### src/rtl/get_tanh_pipe.sv
// get_tanh_pipe: streaming fixed-point tanh(x), Q(DATA_W-FRAC_W).FRAC_W in and out.
// Piecewise-linear evaluation over [0,4) with odd symmetry and saturation to +/-1.0.
// Four register stages feed a first-word-fall-through result FIFO. A credit counter
// reserves a FIFO slot at accept time, so the pipeline itself never has to stall.
// The {slope,intercept} table is generated at elaboration from an exact tanh
// recurrence. INIT_FILE names the equivalent hex image and tags the overflow message.
module get_tanh_pipe #(
    parameter int    DATA_W    = 32,
    parameter int    FRAC_W    = 16,
    parameter int    SEG_BITS  = 6,
    parameter int    COEF_W    = 18,
    parameter int    DEPTH     = 8,
    parameter string INIT_FILE = "tanh_pwl.hex"
) (
    input  logic              clock,
    input  logic              reset,
    input  logic              start,
    input  logic [DATA_W-1:0] argdata,
    output logic              busy,
    output logic              done,
    input  logic              stall,
    output logic [DATA_W-1:0] returndata
);

    localparam int SEGS   = 1 << SEG_BITS;
    localparam int F_W    = FRAC_W + 2 - SEG_BITS;   // offset bits inside one segment
    localparam int CF     = COEF_W - 2;              // fraction bits of the table words
    localparam int ROM_W  = 2 * COEF_W;
    localparam int PROD_W = COEF_W + F_W;
    localparam int SUM_W  = COEF_W + FRAC_W + 1;
    localparam int Y_W    = SUM_W - CF;
    localparam int PTR_W  = $clog2(DEPTH);
    localparam int CNT_W  = $clog2(DEPTH + 1);

    // Table of chords through tanh at the segment end points. tanh of one segment
    // width comes from repeated doubling of a tiny argument (where tanh(h) ~ h),
    // and the end points from the addition formula, all in Q30.
    function automatic logic [SEGS*ROM_W-1:0] build_rom();
        logic [SEGS*ROM_W-1:0] img;
        longint one;
        longint step;
        longint t0;
        longint t1;
        longint icpt;
        longint slope;
        one  = longint'(1) << 30;
        step = longint'(1) << 18;
        for (int i = 0; i < 14 - SEG_BITS; i++)
            step = ((2 * step) << 30) / (one + ((step * step) >> 30));
        img = '0;
        t0  = 0;
        for (int k = 0; k < SEGS; k++) begin
            t1    = ((t0 + step) << 30) / (one + ((t0 * step) >> 30));
            icpt  = (t0 + (longint'(1) << (29 - CF))) >> (30 - CF);
            slope = (((t1 - t0) << SEG_BITS) + (longint'(1) << (31 - CF))) >> (32 - CF);
            img[k*ROM_W +: ROM_W] = {COEF_W'(slope), COEF_W'(icpt)};
            t0 = t1;
        end
        return img;
    endfunction

    localparam logic [SEGS*ROM_W-1:0] ROM_IMAGE = build_rom();
    localparam logic [DATA_W-1:0]     MOST_NEG  = {1'b1, {(DATA_W-1){1'b0}}};
    localparam logic [DATA_W-1:0]     MOST_POS  = {1'b0, {(DATA_W-1){1'b1}}};
    localparam logic [Y_W-1:0]        ONE_Y     = Y_W'(1) << FRAC_W;
    localparam logic [SUM_W-1:0]      HALF_LSB  = SUM_W'(1) << (CF - 1);

    logic                accept;
    logic                pop;
    logic                push;
    logic [CNT_W-1:0]    credit_cnt;
    logic [CNT_W-1:0]    count;
    logic [PTR_W-1:0]    wr_ptr;
    logic [PTR_W-1:0]    rd_ptr;
    logic [DATA_W-1:0]   mem [DEPTH];

    logic [DATA_W-1:0]   mag_c;
    logic                v0, neg0, sat0;
    logic [SEG_BITS-1:0] idx0;
    logic [F_W-1:0]      f0;
    logic                v1, neg1, sat1;
    logic [F_W-1:0]      f1;
    logic [ROM_W-1:0]    rom_q;
    logic                v2, neg2, sat2;
    logic [COEF_W-1:0]   icpt2;
    logic [PROD_W-1:0]   prod2;
    logic [SUM_W-1:0]    sum_c;
    logic [Y_W-1:0]      y_c;
    logic [Y_W-1:0]      mag_y;
    logic [DATA_W-1:0]   res_c;
    logic                v3;
    logic [DATA_W-1:0]   res3;

    assign busy       = (credit_cnt == '0);
    assign accept     = start && !busy;
    assign done       = (count != '0);
    assign pop        = done && !stall;
    assign push       = v3;
    assign returndata = done ? mem[rd_ptr] : '0;

    // Magnitude of the argument; the most negative code has no positive twin and saturates anyway.
    always_comb begin
        mag_c = argdata;
        if (argdata[DATA_W-1]) begin
            if (argdata == MOST_NEG) mag_c = MOST_POS;
            else                     mag_c = -argdata;
        end
    end

    // S0: split |x| into sign, saturation flag, segment index and in-segment offset.
    always_ff @(posedge clock or posedge reset) begin
        if (reset) begin
            v0   <= 1'b0;
            neg0 <= 1'b0;
            sat0 <= 1'b0;
            idx0 <= '0;
            f0   <= '0;
        end else begin
            v0   <= accept;
            neg0 <= argdata[DATA_W-1];
            sat0 <= |mag_c[DATA_W-1:FRAC_W+2];
            idx0 <= mag_c[FRAC_W+1 -: SEG_BITS];
            f0   <= mag_c[F_W-1:0];
        end
    end

    // S1: registered table read of the segment's {slope,intercept}.
    always_ff @(posedge clock or posedge reset) begin
        if (reset) begin
            v1    <= 1'b0;
            neg1  <= 1'b0;
            sat1  <= 1'b0;
            f1    <= '0;
            rom_q <= '0;
        end else begin
            v1    <= v0;
            neg1  <= neg0;
            sat1  <= sat0;
            f1    <= f0;
            rom_q <= ROM_IMAGE[idx0 * ROM_W +: ROM_W];
        end
    end

    // S2: full-precision slope * offset.
    always_ff @(posedge clock or posedge reset) begin
        if (reset) begin
            v2    <= 1'b0;
            neg2  <= 1'b0;
            sat2  <= 1'b0;
            icpt2 <= '0;
            prod2 <= '0;
        end else begin
            v2    <= v1;
            neg2  <= neg1;
            sat2  <= sat1;
            icpt2 <= rom_q[COEF_W-1:0];
            prod2 <= PROD_W'(rom_q[ROM_W-1:COEF_W]) * PROD_W'(f1);
        end
    end

    // S3 datapath: align intercept, add product, round half-up, clamp to 1.0, restore sign.
    always_comb begin
        sum_c = (SUM_W'(icpt2) << FRAC_W) + SUM_W'(prod2) + HALF_LSB;
        y_c   = Y_W'(sum_c >> CF);
        mag_y = (sat2 || (y_c > ONE_Y)) ? ONE_Y : y_c;
        res_c = neg2 ? -DATA_W'(mag_y) : DATA_W'(mag_y);
    end

    // S3 register: finished result, written into the FIFO on the following edge.
    always_ff @(posedge clock or posedge reset) begin
        if (reset) begin
            v3   <= 1'b0;
            res3 <= '0;
        end else begin
            v3   <= v2;
            res3 <= res_c;
        end
    end

    // FIFO storage; the read side is gated by count, so the array needs no reset.
    always_ff @(posedge clock) begin
        if (push) mem[wr_ptr] <= res3;
    end

    // FIFO pointers and occupancy; pointers wrap naturally since DEPTH is a power of two.
    always_ff @(posedge clock or posedge reset) begin
        if (reset) begin
            wr_ptr <= '0;
            rd_ptr <= '0;
            count  <= '0;
        end else begin
            if (push) wr_ptr <= wr_ptr + PTR_W'(1);
            if (pop)  rd_ptr <= rd_ptr + PTR_W'(1);
            if (push && !pop)      count <= count + CNT_W'(1);
            else if (pop && !push) count <= count - CNT_W'(1);
        end
    end

    // Credits: free FIFO slots not yet claimed by an accepted call.
    always_ff @(posedge clock or posedge reset) begin
        if (reset) begin
            credit_cnt <= CNT_W'(DEPTH);
        end else begin
            if (accept && !pop)      credit_cnt <= credit_cnt - CNT_W'(1);
            else if (pop && !accept) credit_cnt <= credit_cnt + CNT_W'(1);
        end
    end

    a_no_overflow: assert property (@(posedge clock) disable iff (reset)
                                    !(push && (count == CNT_W'(DEPTH)) && !pop))
        else $error("get_tanh_pipe[%s]: result written into a full FIFO", INIT_FILE);

endmodule

### config.mk
export PLATFORM = sky130hd
export DESIGN_NAME = get_tanh_pipe
export DESIGN_NICKNAME = d
export VERILOG_FILES = /design/src/rtl/get_tanh_pipe.sv
export SDC_FILE = /design/constraint.sdc
export NUM_CORES = 1
export LEC_CHECK = 0
export ABC_AREA = 1
export CORE_MARGIN = 2
export CORE_UTILIZATION = 60
export CTS_CLUSTER_DIAMETER = 50
export CTS_CLUSTER_SIZE = 12
export DETAILED_ROUTE_END_ITERATION = 10
export DONT_BUFFER_PORTS = 1
export GPL_TIMING_DRIVEN = 0
export HOLD_SLACK_MARGIN = 0.03
export MAX_ROUTING_LAYER = met4
export PLACE_DENSITY = 0.78
export SLEW_MARGIN = 20
export SYNTH_ARGS = -nofsm -noshare
export SYNTH_HDL_FRONTEND = slang
export SYNTH_SLANG_ARGS = --single-unit
### constraint.sdc
create_clock -name clock -period 6.8 [get_ports clock]
set_clock_uncertainty 0.15 [all_clocks]
set_input_delay 1.36 -clock clock [delete_from_list [all_inputs] [get_ports clock]]
set_output_delay 1.36 -clock clock [all_outputs]
set_load 0.05 [all_outputs]
==> run_results.csv <==
group,metric,value,unit
clock_network,cts_buffers,43,
floorplan,num_rows,74,
worst_setup_path,worstRegToRegCells,21,
clock_network,clock_sinks,405,
global_route,grt_pass1_vias,19630,
worst_setup_path,cp.depth,21,
final_layout,insertedDiodeCount,0,
floorplan,dieArea,42680,um2
clock_network,cts_hold_buf,0,
worst_setup_path,rrSetupSlack,250,ps
yosys,ys_warn_count,0,
route,drcViolationCount,0,
clock_network,clk_latency,570,ps
worst_setup_path,crit_top_cell,"fa_1",
floorplan,ios,70,
timing,finalSetupViolCount,0,
yosys,ys_types,57,
placement,post-dp-hpwl,51320,um
clock_network,cts_tree,"done",
worst_setup_path,critPathMaxFanout,10,
clock_network,cts_root_buf,"clkbuf_16",
power,power_frac_seq,0.233,
clock_network,htree_levels,2,
yosys,syn_area,24620,um2
route,drtIter0Drc,1811,
worst_setup_path,cp.required,7110,ps
worst_setup_path,timing.rr.end,"prod2[23]",
worst_setup_path,crit_chain,"clkbuf_1, clkbuf_1, nand2_1, fa_1, fa_1, inv_1, fa_1, fa_1, inv_1, fa_1, inv_1, ha_1, a21oi_1, inv_1, a21oi_1, a21boi_0, nand2_1, a21oi_1, o21ai_0, a21oi_1, xnor2_1",
worst_setup_path,arrival,6870,ps
yosys,synth_most_common_cell,"nand2_1",
worst_setup_path,setup.worst_path.end,"prod2[23]",
floorplan,core_area,40650,um2
placement,numPortBuffers,0,
timing,finalCritPeriodShare,0.9638,
clock_network,ctsLongestPathBuffers,3,
worst_setup_path,r2r-start,"f1[11]",
final_layout,drive_above_1_share,0.04833,
status,status,"finished clean",
route,vias,19470,
power,p_leak,12.11,nW
timing,max_slew_margin,0.2248,
yosys,synth_seq_cells,405,
worst_setup_path,path_delay_family,"adder cells",
route,routed_wl,69440,um
job,cap_violations,0,
yosys,ys_top_cells_by_area,"edfxtp_1 31%, dfrtp_1 15%, fa_1 12%",
timing,worst_slack,246.1,ps
placement,place_ws,452.9,ps
clock_network,post-cts-setup-buffer-count,0,
worst_setup_path,path_class,"reg2reg",
final_layout,syn_to_final_growth,10.01,%
timing,hold_viol_final,0,
power,swShare,0.4991,
worst_setup_path,slowest_stage,"fa_1",
route,dr.pass1.iters,6,
yosys,synth_seq_area_share,0.4636,
global_route,grt_usage,0.3427,
worst_setup_path,max_stage_delay,550,ps
route,ant_nets,0,
timing,clock.fmax,152.6,MHz
clock_network,cts_resized,0,
global_route,overflow,0,
floorplan,die_y,206.6,um
global_route,grt_pass1_wl,107400,um
worst_setup_path,worstSetupStartpoint,"f1[11]",
yosys,yosys_most_used_dff,"edfxtp_1",
yosys,synth_edf_count,256,
final_layout,post-route-util,0.6665,
yosys,synth_nets,2952,
power,power.internal,6.969,mW
power,comb_power_share,0.609,
power,switching_power,6.943,mW
timing,slew_violations,0,
power,p_clk_frac,0.158,
route,viasPerCell,5.929,
route,wl_per_cell,21.15,um
timing,worstMarginPinSlew,1157,ps
yosys,postSynthCellCount,2664,
yosys,async_flop_share,0.3679,
worst_setup_path,path_buf_inv,6,
floorplan,die_w,206.6,um
timing,rsz0062_at_grt,"false",
yosys,yosysTopAreaCellShare,0.3122,
timing,finalCriticalPeriod,6554,ps
floorplan,initial_utilization,0.6058,
global_route,antenna_found_initial,0,
clock_network,clkTransAtPathRegs,60,ps
power,cellPowerDensity,513.6,nW/um2
worst_setup_path,crit_path_end_kind,"flip-flop",
final_layout,fin_nets,3007,
timing,whs,194.5,ps
worst_setup_path,startpoint_type,"flip-flop",
yosys,yosysTopAreaCell,"edfxtp_1",
power,vdd.ir_drop.worst,0.0004397,V
worst_hold_path,hold_class,"reg2reg",
yosys,synth_common_cells,"507 x nand2_1, 366 x inv_1, 344 x nor2_1, 261 x o21ai_0, 256 x edfxtp_1",
placement,place_congestion,1.010,
global_route,grt_max_degree,107,
yosys,postSynthAreaPerCell,9.244,um2
per-stage QoR:
stage / area [um2] / std cells / TNS [ps] / power, mW
3_5_place_dp: 25720 / 3206 / 0 / 11.51
5_1_grt: 27090 / 3284 / 0 / 15.02
6_report: 27090 / 3284 / 0 / 13.91
4_1_cts: 27050 / 3284 / 0 / 13.79
3_3_place_gp: 25290 / 3196 / -26910 / 11.06
2_1_floorplan: 24620 / 2664 / 0 / 9.306
logic make-up (layout without fill, tap and decap cells):
group	Yosys count	in the layout	synth area share
simple gates	989	989	0.1613
buf+inv	490	578	0.07540
compound gates	480	480	0.1105
flops	405	405	0.4636
fa+ha+maj	252	252	0.1716
xor+xnor	47	47	0.01702
mux	1	1	0.0004573
power by group through the flow:
stage / clock network [mW] / logic (mW) / registers, mW
3_5_place_dp: 0 / 8.24 / 3.28
4_1_cts: 2.23 / 8.32 / 3.23
2_1_floorplan: 0 / 6.09 / 3.22
3_3_place_gp: 0 / 7.77 / 3.28
5_1_grt: 2.33 / 9.43 / 3.26
6_report: 2.20 / 8.47 / 3.24
flip-flops by register name, summed over array words and instances (netlist names), 4 cells and up:
name        count
rom_q          32
prod2          15
mem           256
idx0            6
credit_cnt      4
f1             12
res3           32
f0             12
count           4
icpt2          16
final cells by class:
class / instances / area (um2)
Buffer: 123 / 479.2
Clock buffer: 67 / 1176
Clock inverter: 11 / 148.9
Fill cell: 3097 / 13560
Inverter: 367 / 1385
Multi-Input combinational cell: 1769 / 11590
Sequential cell: 405 / 11420
Tap cell: 532 / 665.6
Timing Repair Buffer: 10 / 232.7
worst min path at each step:
stage / from / to / slack [ps] / cells past startpoint
after floorplan: f0[0] / f1[0] / 180 / 0
after global placement: f0[2] / f1[2] / 180 / 0
after detailed placement: f0[9] / f1[9] / 180 / 0
after CTS: f0[9] / f1[9] / 200 / 0
after global routing: f0[5] / f1[5] / 200 / 0
final: rom_q[8] / icpt2[8] / 190 / 0
cells in the final DEF (no fill, tap or decap), types with 71 or more instances in the layout:
master	instances
clkbuf_1	135
dfrtp_1	148
edfxtp_1	256
fa_1	143
ha_1	109
inv_1	365
nand2_1	507
nand3_1	71
nor2_1	336
o21ai_0	261
layer usage:
| metal | wire, um | global-route usage | vias up |
|---|---|---|---|
| met5 | 0 | - | - |
| met1 | 26610 | 0.4123 | 9447 |
| met2 | 34670 | 0.5778 | 994 |
| li1 | - | - | 8845 |
| met3 | 5305 | 0.05165 | 184 |
| met4 | 2859 | 0.1477 | 0 |
Note: power is estimated with default switching activity, not from simulation.
==> variant (same flow settings) <==
Change the parameter `DEPTH` from 8 to 4.
--- a/src/rtl/get_tanh_pipe.sv
+++ b/src/rtl/get_tanh_pipe.sv
@@ -11,3 +11,3 @@
     parameter int    COEF_W    = 18,
-    parameter int    DEPTH     = 8,
+    parameter int    DEPTH     = 4,
     parameter string INIT_FILE = "tanh_pwl.hex"
Formal check against the unedited RTL: same outputs for any inputs over 4 cycles, from zero or initial values and one cycle with reset high; that may be too few to reach the edited logic, so the function may still have changed.
==> variant against the original RTL <==
  * Power fell by 19%
  * Area after synthesis shrank 20%
  * Critical path depth did not move
  * Design area decreased by 21%
  * Sequential cell count shrank 132
  * Worst setup slack better by 0.52 ns
  * Sequential share of layout area down 7.1 points
  * Wire length decreased by 20%
  * Synthesized cell count is 12% lower
==> variant: results <==
set metrics [dict create \
    htreeDepth 1 \
    yosys.area_share.adder_pct 21.38 \
    worstMarginPinSlew_ns 1.199 \
    yosysSeqAreaShare_pct 38.03 \
    vdd_ir_drop_max_uv 451.9 \
    gp_congestion 1.030 \
    grt_util_all_layers_pct 33.77 \
    crit_path_end "prod2[23]" \
    synth_compound_area_share_pct 9.334 \
    drive_gt1_share_pct 3.798 \
    synth_common_cells "530 x nand2_1, 399 x inv_1, 258 x nor2_1" \
    synthMuxAreaShare_pct 0.05730 \
    synthXorXnorAreaFrac_pct 2.006 \
    worst_ep_arrival_time_ns 6.32 \
    holdWs_ns 0.1920 \
    reg2reg_slack_ns 0.76 \
    first_iter_violations 1582 \
    synth.distinct_cells 52 \
    syn-num-nets 2621 \
    p_sw_share_pct 52.12 \
    status "finished, final reports clean" \
    grt_max_degree 108 \
    synthTopCellsByArea "edfxtp_1 20%, dfrtp_1 18%, fa_1 15%" \
    final.period_utilization_pct 88.78 \
    pre_cts_ws_ns 0.9528 \
    place_area_um2 20330 \
    dp_cells 2783 \
    via_count 16260 \
    hpwlAfterDp_um 41810 \
    cp-start-kind "register" \
    syn_inst 2335 \
    synth_top_flop_cell "dfrtp_1" \
    leakage_nw 10.50 \
    grt_pass1_wl_um 85460 \
    pwr-share-comb_pct 65.8 \
    clockPowerShare_pct 14.3 \
    synth_edf_count 128 \
    cts_made_buffers 30 \
    fin_cells 2838 \
    r2r-start "f1[7]" \
    max_stage_delay_ns 0.59 \
    power_density_nw_per_um2 527.5 \
    cp_slowest_cell "clkbuf_1" \
    drt-total-wl_um 55590 \
    clock.fmax_mhz 165.7 \
    top_regs "mem (128), res3 (32), rom_q (32)" \
]
-- variant: changes by cell type after synthesis, sizes merged, moves of 14 or more --
| cell | delta |
|---|---|
| nand2 | +21 |
| a31oi | -36 |
| a21oi | +37 |
| clkbuf | -28 |
| edfxtp | -128 |
| inv | +36 |
| o22ai | -37 |
| nand3 | +14 |
| o21ai | -116 |
| nor2 | -82 |
-- variant: metal layers --
metal	up-vias	GRT usage, %	share of wire [%]
met5	-	-	0
met4	0	17.49	5.7
met3	213	5.997	8.5
met2	822	56.21	48
met1	7773	39.44	38
li1	7452	-	-
-- variant: final cells by class --
class / count / area [µm²]
plain buffers: 96 / 379.1
clock buffers: 48 / 849.6
clock inverters: 7 / 131.4
fillers: 2585 / 11050
inverters: 405 / 1528
multi-input cells: 1561 / 10300
flip-flops and latches: 273 / 7473
well taps: 442 / 553.0
repair buffers: 6 / 106.4
